==> src/rtl/calculator_pkg.sv <==
// Shared key codes, state encodings and small key-decoding helpers for the
// keypad calculator.
package calculator_pkg;

  localparam logic [3:0] KEY_A    = 4'd3;
  localparam logic [3:0] KEY_B    = 4'd7;
  localparam logic [3:0] KEY_C    = 4'd11;
  localparam logic [3:0] KEY_STAR = 4'd12;
  localparam logic [3:0] KEY_ZERO = 4'd13;
  localparam logic [3:0] KEY_HASH = 4'd14;
  localparam logic [3:0] KEY_D    = 4'd15;

  typedef enum logic [1:0] {OP_ADD, OP_SUB, OP_MUL} op_t;

  typedef enum logic [1:0] {CTRL_OP1, CTRL_OP2, CTRL_CALC, CTRL_DONE} ctrl_state_t;

  typedef enum logic [1:0] {IC_SCAN, IC_DEBOUNCE, IC_DECODE, IC_HOLD} ic_state_t;

  // Digits occupy rows 0..2 / cols 0..2 plus the '0' key on the bottom row.
  function automatic logic key_is_digit(input logic [3:0] key);
    return ((key[1:0] != 2'd3) && (key[3:2] != 2'd3)) || (key == KEY_ZERO);
  endfunction

  function automatic logic [3:0] key_digit(input logic [3:0] key);
    if (key == KEY_ZERO)
      return 4'd0;
    return ({2'b00, key[3:2]} * 4'd3) + {2'b00, key[1:0]} + 4'd1;
  endfunction

  function automatic logic key_is_op(input logic [3:0] key);
    return (key == KEY_A) || (key == KEY_B) || (key == KEY_C);
  endfunction

  function automatic op_t key_op(input logic [3:0] key);
    case (key)
      KEY_A:   return OP_ADD;
      KEY_B:   return OP_SUB;
      default: return OP_MUL;
    endcase
  endfunction

  // magnitude*10 + digit, wrapping at 16 bits
  function automatic logic [15:0] append_digit(input logic [15:0] mag, input logic [3:0] d);
    return {mag[12:0], 3'b000} + {mag[14:0], 1'b0} + {12'd0, d};
  endfunction

endpackage

==> src/rtl/keypad_scanner.sv <==
// Column scanner with per-row debounce; emits a one-cycle key_valid with the
// decoded row*4+col index, then holds until every row is released.
module keypad_scanner
  import calculator_pkg::*;
#(
  parameter int DEBOUNCE_CYCLES = 4
) (
  input  logic       clk,
  input  logic       rst,
  input  logic [3:0] row_in,
  output logic [3:0] col_out,
  output logic [3:0] key_index,
  output logic       key_valid,
  output ic_state_t  state
);

  localparam int CW = (DEBOUNCE_CYCLES < 2) ? 1 : $clog2(DEBOUNCE_CYCLES + 1);
  localparam logic [CW-1:0] CNT_LAST = CW'(DEBOUNCE_CYCLES - 1);

  ic_state_t     input_control_state;
  logic [1:0]    col_reg;
  logic [1:0]    row_reg;
  logic [1:0]    low_row;
  logic [CW-1:0] cnt_reg;
  logic          any_low;

  assign any_low = (row_in != 4'b1111);
  assign col_out = ~(4'b0001 << col_reg);
  assign state   = input_control_state;

  // Later assignments win, so the lowest-numbered low row is selected.
  always_comb begin
    low_row = 2'd3;
    if (!row_in[2]) low_row = 2'd2;
    if (!row_in[1]) low_row = 2'd1;
    if (!row_in[0]) low_row = 2'd0;
  end

  always_ff @(posedge clk or posedge rst) begin
    if (rst) begin
      input_control_state <= IC_SCAN;
      col_reg             <= 2'd0;
      row_reg             <= 2'd0;
      cnt_reg             <= '0;
      key_index           <= 4'd0;
      key_valid           <= 1'b0;
    end else begin
      key_valid <= 1'b0;
      if (!any_low)
        col_reg <= col_reg + 2'd1;
      case (input_control_state)
        IC_SCAN: begin
          if (any_low) begin
            row_reg             <= low_row;
            cnt_reg             <= CW'(1);
            input_control_state <= IC_DEBOUNCE;
          end
        end
        IC_DEBOUNCE: begin
          // The SCAN sample already counted as the first low sample.
          if (!row_in[row_reg]) begin
            if (cnt_reg >= CNT_LAST)
              input_control_state <= IC_DECODE;
            else
              cnt_reg <= cnt_reg + CW'(1);
          end else begin
            input_control_state <= IC_SCAN;
          end
        end
        IC_DECODE: begin
          key_index           <= {row_reg, col_reg};
          key_valid           <= 1'b1;
          input_control_state <= IC_HOLD;
        end
        IC_HOLD: begin
          if (!any_low)
            input_control_state <= IC_SCAN;
        end
        default: input_control_state <= IC_SCAN;
      endcase
    end
  end

endmodule

==> src/rtl/calculator_top.sv <==
// Keypad calculator: scanner front end plus operand entry / arithmetic
// controller with a sequential shift-add multiplier.
module calculator_top
  import calculator_pkg::*;
#(
  parameter int DEBOUNCE_CYCLES = 4
) (
  input  logic        clk,
  input  logic        nRST,
  input  logic [3:0]  RowIn,
  output logic [3:0]  ColOut,
  output logic [15:0] display_output,
  output logic [1:0]  input_state_FPGA,
  output logic        complete,
  output logic        key_pressed
);

  ic_state_t   ic_state;
  logic [3:0]  key_index;
  logic        key_valid;

  keypad_scanner #(.DEBOUNCE_CYCLES(DEBOUNCE_CYCLES)) input_ctrl_inst (
    .clk       (clk),
    .rst       (nRST),
    .row_in    (RowIn),
    .col_out   (ColOut),
    .key_index (key_index),
    .key_valid (key_valid),
    .state     (ic_state)
  );

  assign input_state_FPGA = ic_state;
  assign key_pressed      = (ic_state == IC_HOLD);

  ctrl_state_t ctrl_state_reg;
  op_t         op_reg;
  logic [15:0] mag1_reg, mag2_reg, result_reg;
  logic        sign1_reg, sign2_reg;
  logic        key_read_reg;
  logic [15:0] mcand_reg, mplier_reg, acc_reg;
  logic [3:0]  mul_cnt_reg;
  logic [15:0] operand1, operand2, acc_sum;
  logic        consume;

  assign operand1 = sign1_reg ? (16'd0 - mag1_reg) : mag1_reg;
  assign operand2 = sign2_reg ? (16'd0 - mag2_reg) : mag2_reg;
  assign acc_sum  = acc_reg + (mplier_reg[0] ? mcand_reg : 16'd0);
  assign consume  = key_valid && !key_read_reg;
  assign complete = (ctrl_state_reg == CTRL_DONE);

  always_comb begin
    display_output = operand1;
    case (ctrl_state_reg)
      CTRL_OP2, CTRL_CALC: display_output = operand2;
      CTRL_DONE:           display_output = result_reg;
      default:             display_output = operand1;
    endcase
  end

  always_ff @(posedge clk or posedge nRST) begin : gencon_inst
    if (nRST) begin
      ctrl_state_reg <= CTRL_OP1;
      op_reg         <= OP_ADD;
      mag1_reg       <= 16'd0;
      mag2_reg       <= 16'd0;
      sign1_reg      <= 1'b0;
      sign2_reg      <= 1'b0;
      result_reg     <= 16'd0;
      key_read_reg   <= 1'b0;
      mcand_reg      <= 16'd0;
      mplier_reg     <= 16'd0;
      acc_reg        <= 16'd0;
      mul_cnt_reg    <= 4'd0;
    end else begin
      if (key_valid)
        key_read_reg <= 1'b1;
      else if (ic_state == IC_SCAN)
        key_read_reg <= 1'b0;

      case (ctrl_state_reg)
        CTRL_OP1: begin
          if (consume) begin
            if (key_is_digit(key_index))
              mag1_reg <= append_digit(mag1_reg, key_digit(key_index));
            else if (key_index == KEY_D)
              sign1_reg <= ~sign1_reg;
            else if (key_is_op(key_index)) begin
              op_reg         <= key_op(key_index);
              ctrl_state_reg <= CTRL_OP2;
            end
          end
        end
        CTRL_OP2: begin
          if (consume) begin
            if (key_is_digit(key_index))
              mag2_reg <= append_digit(mag2_reg, key_digit(key_index));
            else if (key_index == KEY_D)
              sign2_reg <= ~sign2_reg;
            else if (key_index == KEY_STAR) begin
              mcand_reg      <= operand1;
              mplier_reg     <= operand2;
              acc_reg        <= 16'd0;
              mul_cnt_reg    <= 4'd0;
              ctrl_state_reg <= CTRL_CALC;
            end
          end
        end
        CTRL_CALC: begin
          case (op_reg)
            OP_ADD: begin
              result_reg     <= operand1 + operand2;
              ctrl_state_reg <= CTRL_DONE;
            end
            OP_SUB: begin
              result_reg     <= operand1 - operand2;
              ctrl_state_reg <= CTRL_DONE;
            end
            default: begin
              // Low 16 bits of the two's-complement product equal the
              // unsigned product mod 2^16, so a plain 16-step shift-add works.
              acc_reg    <= acc_sum;
              mcand_reg  <= {mcand_reg[14:0], 1'b0};
              mplier_reg <= {1'b0, mplier_reg[15:1]};
              if (mul_cnt_reg == 4'd15) begin
                result_reg     <= acc_sum;
                ctrl_state_reg <= CTRL_DONE;
              end else begin
                mul_cnt_reg <= mul_cnt_reg + 4'd1;
              end
            end
          endcase
        end
        CTRL_DONE: begin
          if (consume) begin
            if (key_is_digit(key_index)) begin
              mag1_reg       <= {12'd0, key_digit(key_index)};
              sign1_reg      <= 1'b0;
              mag2_reg       <= 16'd0;
              sign2_reg      <= 1'b0;
              ctrl_state_reg <= CTRL_OP1;
            end else if (key_is_op(key_index)) begin
              mag1_reg       <= result_reg;
              sign1_reg      <= 1'b0;
              mag2_reg       <= 16'd0;
              sign2_reg      <= 1'b0;
              op_reg         <= key_op(key_index);
              ctrl_state_reg <= CTRL_OP2;
            end
          end
        end
        default: ctrl_state_reg <= CTRL_OP1;
      endcase
    end
  end

endmodule

==> config.mk <==
export PLATFORM = sky130hd
export DESIGN_NAME = calculator_top
export DESIGN_NICKNAME = d
export VERILOG_FILES = /design/src/rtl/calculator_pkg.sv /design/src/rtl/keypad_scanner.sv /design/src/rtl/calculator_top.sv
export SDC_FILE = /design/constraint.sdc
export NUM_CORES = 1
export LEC_CHECK = 0
export CAP_MARGIN = 5
export CORE_ASPECT_RATIO = 0.7
export CORE_UTILIZATION = 60
export CTS_CLUSTER_SIZE = 25
export DETAILED_ROUTE_END_ITERATION = 6
export PLACE_DENSITY = 0.78
export SETUP_SLACK_MARGIN = 0.02
export SLEW_MARGIN = 20
export SYNTH_ARGS = -nofsm -noshare
export SYNTH_HDL_FRONTEND = slang
export SYNTH_HIERARCHICAL = 1
export SYNTH_SLANG_ARGS = --single-unit
==> constraint.sdc <==
create_clock -name clk -period 7.5 [get_ports clk]
set_input_delay 2.25 -clock clk [delete_from_list [all_inputs] [get_ports clk]]
set_output_delay 2.25 -clock clk [all_outputs]
set_load 0.05 [all_outputs]
Word level (Yosys, flattened, before mapping)
Index checks and enable logic that the tools add are counted.
W data, S select, Z words.

word-level totals
  register bits = 121
  bits of input ports = 6
  output and inout bits = 24
  word-level logic and storage cells = 215

operators by class
  add/sub/neg operators = 14
  multipliers = 1
  order comparisons = 2
  equality and inequality tests = 39
  shift operators = 1
  mux-type cells = 108
  bitwise gates (word level) = 3
  reductions and logical operators = 29

operator list
  cell                     count
  $mux W16                 29
  $pmux W16 S2             7
  $add A16 B16 Y16         4
  $mux W4                  16
  $mux W2                  24
  $ne A2 B2 Y1 const B     19
  $add A16 B4 Y16          2
  $sub A1 B16 Y16 const A  2
  $reduce_and A6 Y1        4
  $eq A4 B4 Y1 const B     5
  $mux W1                  20
  $pmux W2 S4              2
  $sub A16 B16 Y16         1
  $reduce_and A5 Y1        2
  $reduce_bool A2 Y1       5
  $mux W3                  3
  $reduce_and A9 Y1        1
  $add A4 B1 Y4 const B    2
  $eq A2 B2 Y1 const B     4
  $pmux W2 S2              2
  $pmux W4 S2              1
  $reduce_and A7 Y1        1
  $eq A2 B1 Y1 const B     3
  $logic_not A2 Y1         3
  other kinds (26)         35

Logic depth before layout (Yosys ltp)
Gate-level depths: netlist (run 1).

  word-level depth = 14
  depth in mapped cells = 18
  gate-level depth less buffers = 18

Cells and area by module
The synthesis (run 1) kept the hierarchy.

modules (own cells, without submodules)
  module          instances  cells an instance  area each (um2)  sequential area each (um2)
  calculator_top  1          1108               9370.2           2677.6
  keypad_scanner  1          67                 723.2            350.3

Worst setup path before layout (run 1)
OpenSTA, ideal clock, no wires.

  path type = flip-flop to output port
  start = reg ctrl_state_reg[0]
  end = out display_output[2]
  data arrival time = 2.849 ns
  required time = 5.250 ns
  setup slack = 2.401 ns
  cell stages (with the launch flop) = 7
  buffers on the path = 3
  cells stage by stage = dfrtp_1 > ha_1 > clkbuf_1 > clkbuf_1 > clkbuf_1 > a21oi_1 > o21ai_0

between the ends
  elaborated cells on any way between the ends = 5
  those cells by class = eq/ne: 3; mux: 1; reduce/logical: 1

RTL lines
  item                    RTL line               text
  start, declared         calculator_top.sv:35   ctrl_state_t ctrl_state_reg;
  start signal, assigned  calculator_top.sv:62   ctrl_state_reg <= CTRL_OP1;
  start signal, assigned  calculator_top.sv:89   ctrl_state_reg <= CTRL_OP2;
  start signal, assigned  calculator_top.sv:104  ctrl_state_reg <= CTRL_CALC;
  $eq A2 B2 Y1            --
  named net complete      calculator_top.sv:14   output logic complete,
  $pmux W16 S2            calculator_top.sv:53   case (ctrl_state_reg)
  end, declared           calculator_top.sv:12   output logic [15:0] display_output,

The timed path passes the listed nets, and every way through them passes these cells.

Final worst setup path (run 1)
  start = reg mag2_reg[0]
  end = out display_output[14]

between the ends
  cells in the longest elaborated chain, start to end = 3

RTL lines
  item                    RTL line              text
  start, declared         calculator_top.sv:37  logic [15:0] mag1_reg, mag2_reg, result_reg;
  start signal, assigned  calculator_top.sv:96  mag2_reg <= append_digit(mag2_reg, key_digit(key_index));
  $sub A1 B16 Y16         calculator_top.sv:46  assign operand2 = sign2_reg ? (16'd0 - mag2_reg) : mag2_reg;
  $mux W16                calculator_top.sv:46
  $pmux W16 S2            calculator_top.sv:53

No other way between the ends.

==> results of run 1 <==
==> through the flow <==
stage | hold WS [ns] | worst slack, ns | total power, uW | std cells | utilization
2_1_floorplan | 0.436 | 2.40 | 2390 | 1175 | -
3_3_place_gp | 0.444 | 2.04 | 2860 | 1389 | 0.644
3_5_place_dp | 0.464 | 1.93 | 2910 | 1389 | 0.644
4_1_cts | 0.468 | 1.40 | 3770 | 1420 | 0.680
5_1_grt | 0.474 | 1.08 | 4070 | 1420 | 0.680
6_report | 0.472 | 1.31 | 3810 | 1420 | 0.680
==> cell usage in the layout, fill, tap and decap left out, types with 11 or more instances in the layout <==
cell type          n
mux2i_1           24
clkdlybuf4s50_1   29
nor2b_1           20
a22o_1            24
xor2_1            22
a221oi_1          15
ha_1             106
inv_1             51
and2_1            24
clkbuf_16         17
nor3_1            27
a21o_1            12
nand3_1           20
a21oi_1           72
nand2b_1          21
buf_4             11
o31ai_1           18
dfrtp_1          121
xnor2_1           67
nand2_1          142
nor2_1            75
o21ai_0           93
==> report_power, final <==
part | internal, uW | switching [uW] | leakage (uW)
logic | 842 | 1260 | 0.00341
clock network | 527 | 312 | 0.000285
registers | 729 | 133 | 0.00163
total | 2100 | 1710 | 0.00533
==> synthesized netlist by cell type, types with 3 or more instances <==
cell type  number
clkbuf_1       43
a22oi_1         5
xnor2_1        67
a21o_1         12
a221oi_1       15
o21ai_1         5
nor2b_1        20
a211oi_1        7
o21a_1          4
and3_1          8
dfrtp_1       121
a21oi_1        72
o211ai_1        8
buf_1           5
mux2_2          8
nor2_1         75
o41ai_1         4
nand2_1       142
xor2_1         22
a41oi_1         8
o21bai_1        7
o22ai_1        10
buf_2           3
and2_1         24
nor4_1          5
a41o_1          5
a31oi_1         5
o21ai_0        93
nand3_1        20
or3_1           8
o31ai_1        18
inv_1          52
a311o_1         3
nand2b_1       21
ha_1          106
o31a_1          5
a22o_1         24
fa_1            8
nor3_1         27
nor3b_1         4
a221o_1         3
nand4_1         6
or2_2           3
mux2i_1        24
==> area by class of cell <==
| cell class | instances | area, um2 |
|---|---|---|
| Clock buffer | 19 | 443 |
| Multi-Input combinational cell | 949 | 6670 |
| Sequential cell | 121 | 3030 |
| Clock inverter | 12 | 150 |
| Inverter | 54 | 205 |
| Timing Repair Buffer | 40 | 373 |
| Fill cell | 1349 | 5250 |
| Tap cell | 225 | 282 |
==> critical path: cells and delay by family (launching register included) <==
family | cells | cell delay [ns]
DFF | 1 | 0.56
adders and majority gates | 1 | 0.34
buffers and inverters | 2 | 0.95
and+or+nand+nor | 3 | 0.75
AOI/OAI and AO/OA | 3 | 0.53
xor gates and xnor gates | 1 | 0.37
==> logic make-up after synthesis <==
logic type,Yosys count,share of synthesized area
muxes,34,0.0350
and+or+nand+nor,377,0.180
buffers and inverters,105,0.0394
AOI/OAI and AO/OA,335,0.221
adders and majority gates,114,0.147
DFF,121,0.300
xor gates and xnor gates,89,0.0772
==> routing by layer <==
metal  GRT usage  vias to the layer above  part of all wire
met4       0.107                        0             0.022
met5           0                        -                 0
met2       0.463                      442              0.41
li1            -                     4267                 -
met3      0.0734                       51             0.091
met1       0.521                     4347              0.48
==> final timing paths <==
check / start / end / slack [ns] / cells after the start
setup reg to reg: input_ctrl_inst/key_index[1]$_DFFE_PP0P_ / mag1_reg[14]$_DFFE_PP0P_ / 2.44 / 15
max in group asynchronous: nRST / acc_reg[5]$_DFFE_PP0P_ / 4.01 / 3
setup / recovery: mag2_reg[0]$_DFFE_PP0P_ / display_output[14] / 1.31 / 10
hold reg to reg: input_ctrl_inst/key_valid$_DFF_PP0_ / key_read_reg$_DFFE_PP0P_ / 0.47 / 1
hold / removal: input_ctrl_inst/key_valid$_DFF_PP0_ / key_read_reg$_DFFE_PP0P_ / 0.47 / 1
min in group asynchronous: nRST / input_ctrl_inst/col_reg[1]$_DFFE_PP0N_ / 2.28 / 2
==> run summary, run 1 <==
Clock transition at path regs: 0.05 ns
Worst-Skew Late Latency: 0.43 ns
detailed-route wire length per cell: 19.7 um
chip height: 111 um
CTS buffer count: 17
die footprint: 17,400 um2
post-synth top area share: 0.300
Post-Route WL: 28,000 um
first-pass GRT wire length: 45,400 um
Die W: 157 um
# rows: 39
hold_buf cts: 0
Post-synth EDFFs: 0
CTS Buffer Depth: 2
DRC: 0
crit-path max cell delay: 0.71 ns
Seq/Total Area, Yosys: 0.300
placed cell area: 10,600 um2
aggregate global-route resource usage: 0.338
arrival time worst endpoint: 3.94 ns
Worst Clk Skew: 0.00994 ns
crit end category: output port
crit path cell chain: inv_1, ha_1, nor2b_1, nand2_1, o31ai_1, xor2_1, nor2b_1, a21oi_1, o21ai_1, clkdlybuf4s50_1
CP required: 5.25 ns
relative slew slack: 0.410
initial core utilization: 0.616
Yosys reg bits: 121
Crit Path Category: reg -> out
PortBufs: 29
Primary FF master, synth: dfrtp_1
Final HPWL DP: 20,400 um
slew of the pin with the lowest slew margin: 0.883 ns
RSZ-0062 raised after global routing: no
Hold Fails Final Rpt: 0
initial antenna violation count: 0
CTS tree: built
global route total overflow: 0
Mapped Cells: 1,175
via count of the first global-routing pass: 8,545
synthesis-to-finish area growth: 10.5%
Yosys warning count: 6
core area: 16,400 um2
Pwr Density: 342 nW/um2
pin count of the biggest net entering global routing: 56
routability cong.: 0.928
CTS resizes: 0
DRT iter0 DRCs: 900
share of cells above drive strength 1: 0.0552
Inserted Diodes: 0
worst-case vdd ir drop: 0.262 mV
fin area: 11,100 um2
Async SR Flop Fraction: 1.00
synthesized area per cell: 8.59 um2
Final Setup Violations: 0
fin crit period: 6.19 ns
setup TNS: 0 ns
Fmax achieved: 162 MHz
Post-Syn Area: 10,100 um2
Yosys top cell by area: dfrtp_1
Vias: 9,107
Hold Crit Class: reg -> reg
largest cells by area after synthesis: dfrtp_1 (30%), ha_1 (13%), xnor2_1 (5.8%)
Period Utilization, post-route: 0.825
Pre-Repair DR Iteration Count: 5
# nets final: 1,303
Leak Pwr: 0.00533 uW
Synth cell types: 76
outcome: complete, no violations
H-Tree Depth: 4
vias per inst: 6.41
CTS root buf: clkbuf_16
max_cap viols: 0
CP most frequent cell: nor2b_1
slowest CP cell: clkdlybuf4s50_1
num ports: 30
critical path fanouts, max: 12
Post-CTS Setup Inserts: 0
remaining antenna violation count: 0
Final Max Slew Viols: 0
Post-Syn Nets: 1,295
clk sink count: 121
type of origin of the critical path: flip-flop
Note: power is estimated with default switching activity, not from simulation.
==> run 2, diff against run 1 <==
CORE_UTILIZATION = 57   (was 60)
clock period = 5.6 ns   (was 7.5 ns; I/O delays follow)
==> run 2 against run 1 <==
  * Cell count grew 0.56%
  * Via count grew 0.24%
  * Worst hold slack worse by 0.0025 ns
  * Critical path depth is 3 lower
  * Register-to-register slack lost 1.5 ns
  * Clock power grew 42%
  * Routed wire length grew 2.9%
  * Clock skew about the same
  * Largest cell class unchanged
  * Highest routed layer unchanged
==> run summary, run 2 (synthesis results as in run 1) <==
# rows: 40 (+2.6%)
initial antenna violation count: 0 (unchanged)
global route total overflow: 0 (unchanged)
remaining antenna violation count: 0 (unchanged)
Post-Route WL: 28,800 um (+2.9%)
Non-Filler Instances: 1,428 (+0.56%)
Final Setup Violations: 0 (unchanged)
core area: 17,200 um2 (+5.0%)
Leak Pwr: 0.00535 uW (+0.37%)
max_cap viols: 0 (unchanged)
CTS resizes: 0 (unchanged)
Combinational Power Share: 0.542 (-0.011)
Switching Share: 0.452 (+0.00275)
hold_buf cts: 0 (unchanged)
chip height: 113 um (+2.6%)
via count of the first global-routing pass: 8,814 (+3.1%)
commonest cells after routing, fill and taps aside: nand2_1 (142), dfrtp_1 (121), ha_1 (106), o21ai_0 (93), nor2_1 (75)
CTS buffer count: 17 (unchanged)
slew of the pin with the lowest slew margin: 0.956 ns (+0.0728 ns)
Period Utilization, post-route: 0.948
Clock transition at path regs: 0.06 ns (about the same)
arrival time worst endpoint: 3.63 ns (-0.31 ns)
worst-case vdd ir drop: 0.466 mV (+78%)
flop-to-flop setup slack: 0.97 ns (-1.47 ns)
pin count of the biggest net entering global routing: 79 (+41%)
relative slew slack: 0.363 (-0.0471)
GRT met2 Usage: 0.469 (+0.00616)
WHS: 0.470 ns (-0.00251 ns)
initial core utilization: 0.586 (-0.0293)
Pwr Density: 466 nW/um2 (+36%)
Inserted Diodes: 0 (unchanged)
internal power: 2860 uW (+36%)
critical path fanouts, max: 6 (-6)
GRT busiest layer: met1
share of power burned in registers: 0.231 (+0.005)
type of origin of the critical path: flip-flop
routability cong.: 0.949 (+2.3%)
Worst Clk Skew: 0.00979 ns (-0.000147 ns)
die footprint: 18,300 um2 (+5.2%)
Vias: 9,129 (+0.24%)
total power: 5220 uW (+37%)
synthesis-to-finish area growth: 10.9%
CP required: 3.92 ns (-1.33 ns)
Final HPWL DP: 21,100 um (+3.2%)
Worst-Skew Late Latency: 0.43 ns (about the same)
Post-CTS Setup Inserts: 0 (unchanged)
Die W: 161 um (+2.6%)
CTS Buffer Depth: 2 (unchanged)
setup TNS: 0 ns (unchanged)
H-Tree Depth: 4 (unchanged)
aggregate global-route resource usage: 0.332 (-0.00584)
clk sink count: 121 (unchanged)
vias per inst: 6.39 (-0.32%)
leading cell type in the layout, fill and taps excluded: nand2_1
DRT iter0 DRCs: 975 (+8.3%)
fin crit period: 5.31 ns
PortBufs: 29 (unchanged)
CTS root buf: clkbuf_16
# nets final: 1,304 (+0.077%)
Hold Crit Class: reg -> reg
clock network fraction of design power: 0.227 (+0.007)
Final Max Slew Viols: 0 (unchanged)
Pre-Repair DR Iteration Count: 6 (+1)
RSZ-0062 raised after global routing: no
num ports: 30 (unchanged)
Hold Fails Final Rpt: 0 (unchanged)
CTS tree: built
detailed-route wire length per cell: 20.1 um (+2.3%)
crit end category: output port
share of cells above drive strength 1: 0.0576 (+0.00241)
outcome: complete, no violations
P_sw: 2360 uW (+38%)
DRC: 0 (unchanged)
Inst Count DP: 1,396 (+0.50%)
global routing usage on met1: 0.494 (-0.0263)
Fmax achieved: 188 MHz
met3 Use GR: 0.0755 (+0.00212)
first-pass GRT wire length: 47,000 um (+3.6%)
Crit Path Category: reg -> out
[run 2: power by group through the flow]
stage,logic (uW),registers (uW),clock network (uW)
detailed placement,2750,1210,0
floorplan,2070,1120,0
global placement,2680,1200,0
CTS,2780,1190,1190
global route,3110,1220,1230
finish,2830,1210,1190
[run 2: final timing paths]
check                                                         start                                     end  depth (start not counted)
max                                         mag1_reg[4]$_DFFE_PP0P_                      display_output[11]                          7
min                             input_ctrl_inst/key_valid$_DFF_PP0_                key_read_reg$_DFFE_PP0P_                          1
max reg2reg                input_ctrl_inst/key_index[1]$_DFFE_PP0P_                mag1_reg[14]$_DFFE_PP0P_                         17
min reg2reg                     input_ctrl_inst/key_valid$_DFF_PP0_                key_read_reg$_DFFE_PP0P_                          1
max in group asynchronous                                      nRST               mplier_reg[5]$_DFFE_PP0P_                          3
min in group asynchronous                                      nRST  input_ctrl_inst/col_reg[1]$_DFFE_PP0N_                          2
[run 2: critical path: stages (launching register included)]
cell and delay [ns]:
dfrtp_1 0.47, nor4_2 0.45, or4b_4 0.57, o41ai_1 0.34, xnor2_1 0.27, nor2_1 0.08, nor2_1 0.18, clkdlybuf4s50_1 0.83
[run 2: per-layer routing]
layer	part of all wire	wire length, um
met4	0.026	739
met5	0	0
met2	0.40	11600
met1	0.47	13500
met3	0.10	2980
[run 2: final cells by class]
cell class | count | area (um2)
multi-input combinational | 949 | 6670
fill | 1449 | 6020
sequential | 121 | 3030
clock buffer | 19 | 443
timing repair buffer | 41 | 380
tap | 231 | 289
inverter | 54 | 205
clock inverter | 13 | 176
[run 2: through the flow]
step           utilization  cell area (um2)  setup slack [ns]
5_1_grt              0.650            11200             0.105
6_report             0.650            11200             0.292
4_1_cts              0.650            11200             0.281
3_5_place_dp         0.614            10600             0.812
2_1_floorplan            -            10100              1.07
3_3_place_gp         0.614            10600             0.888
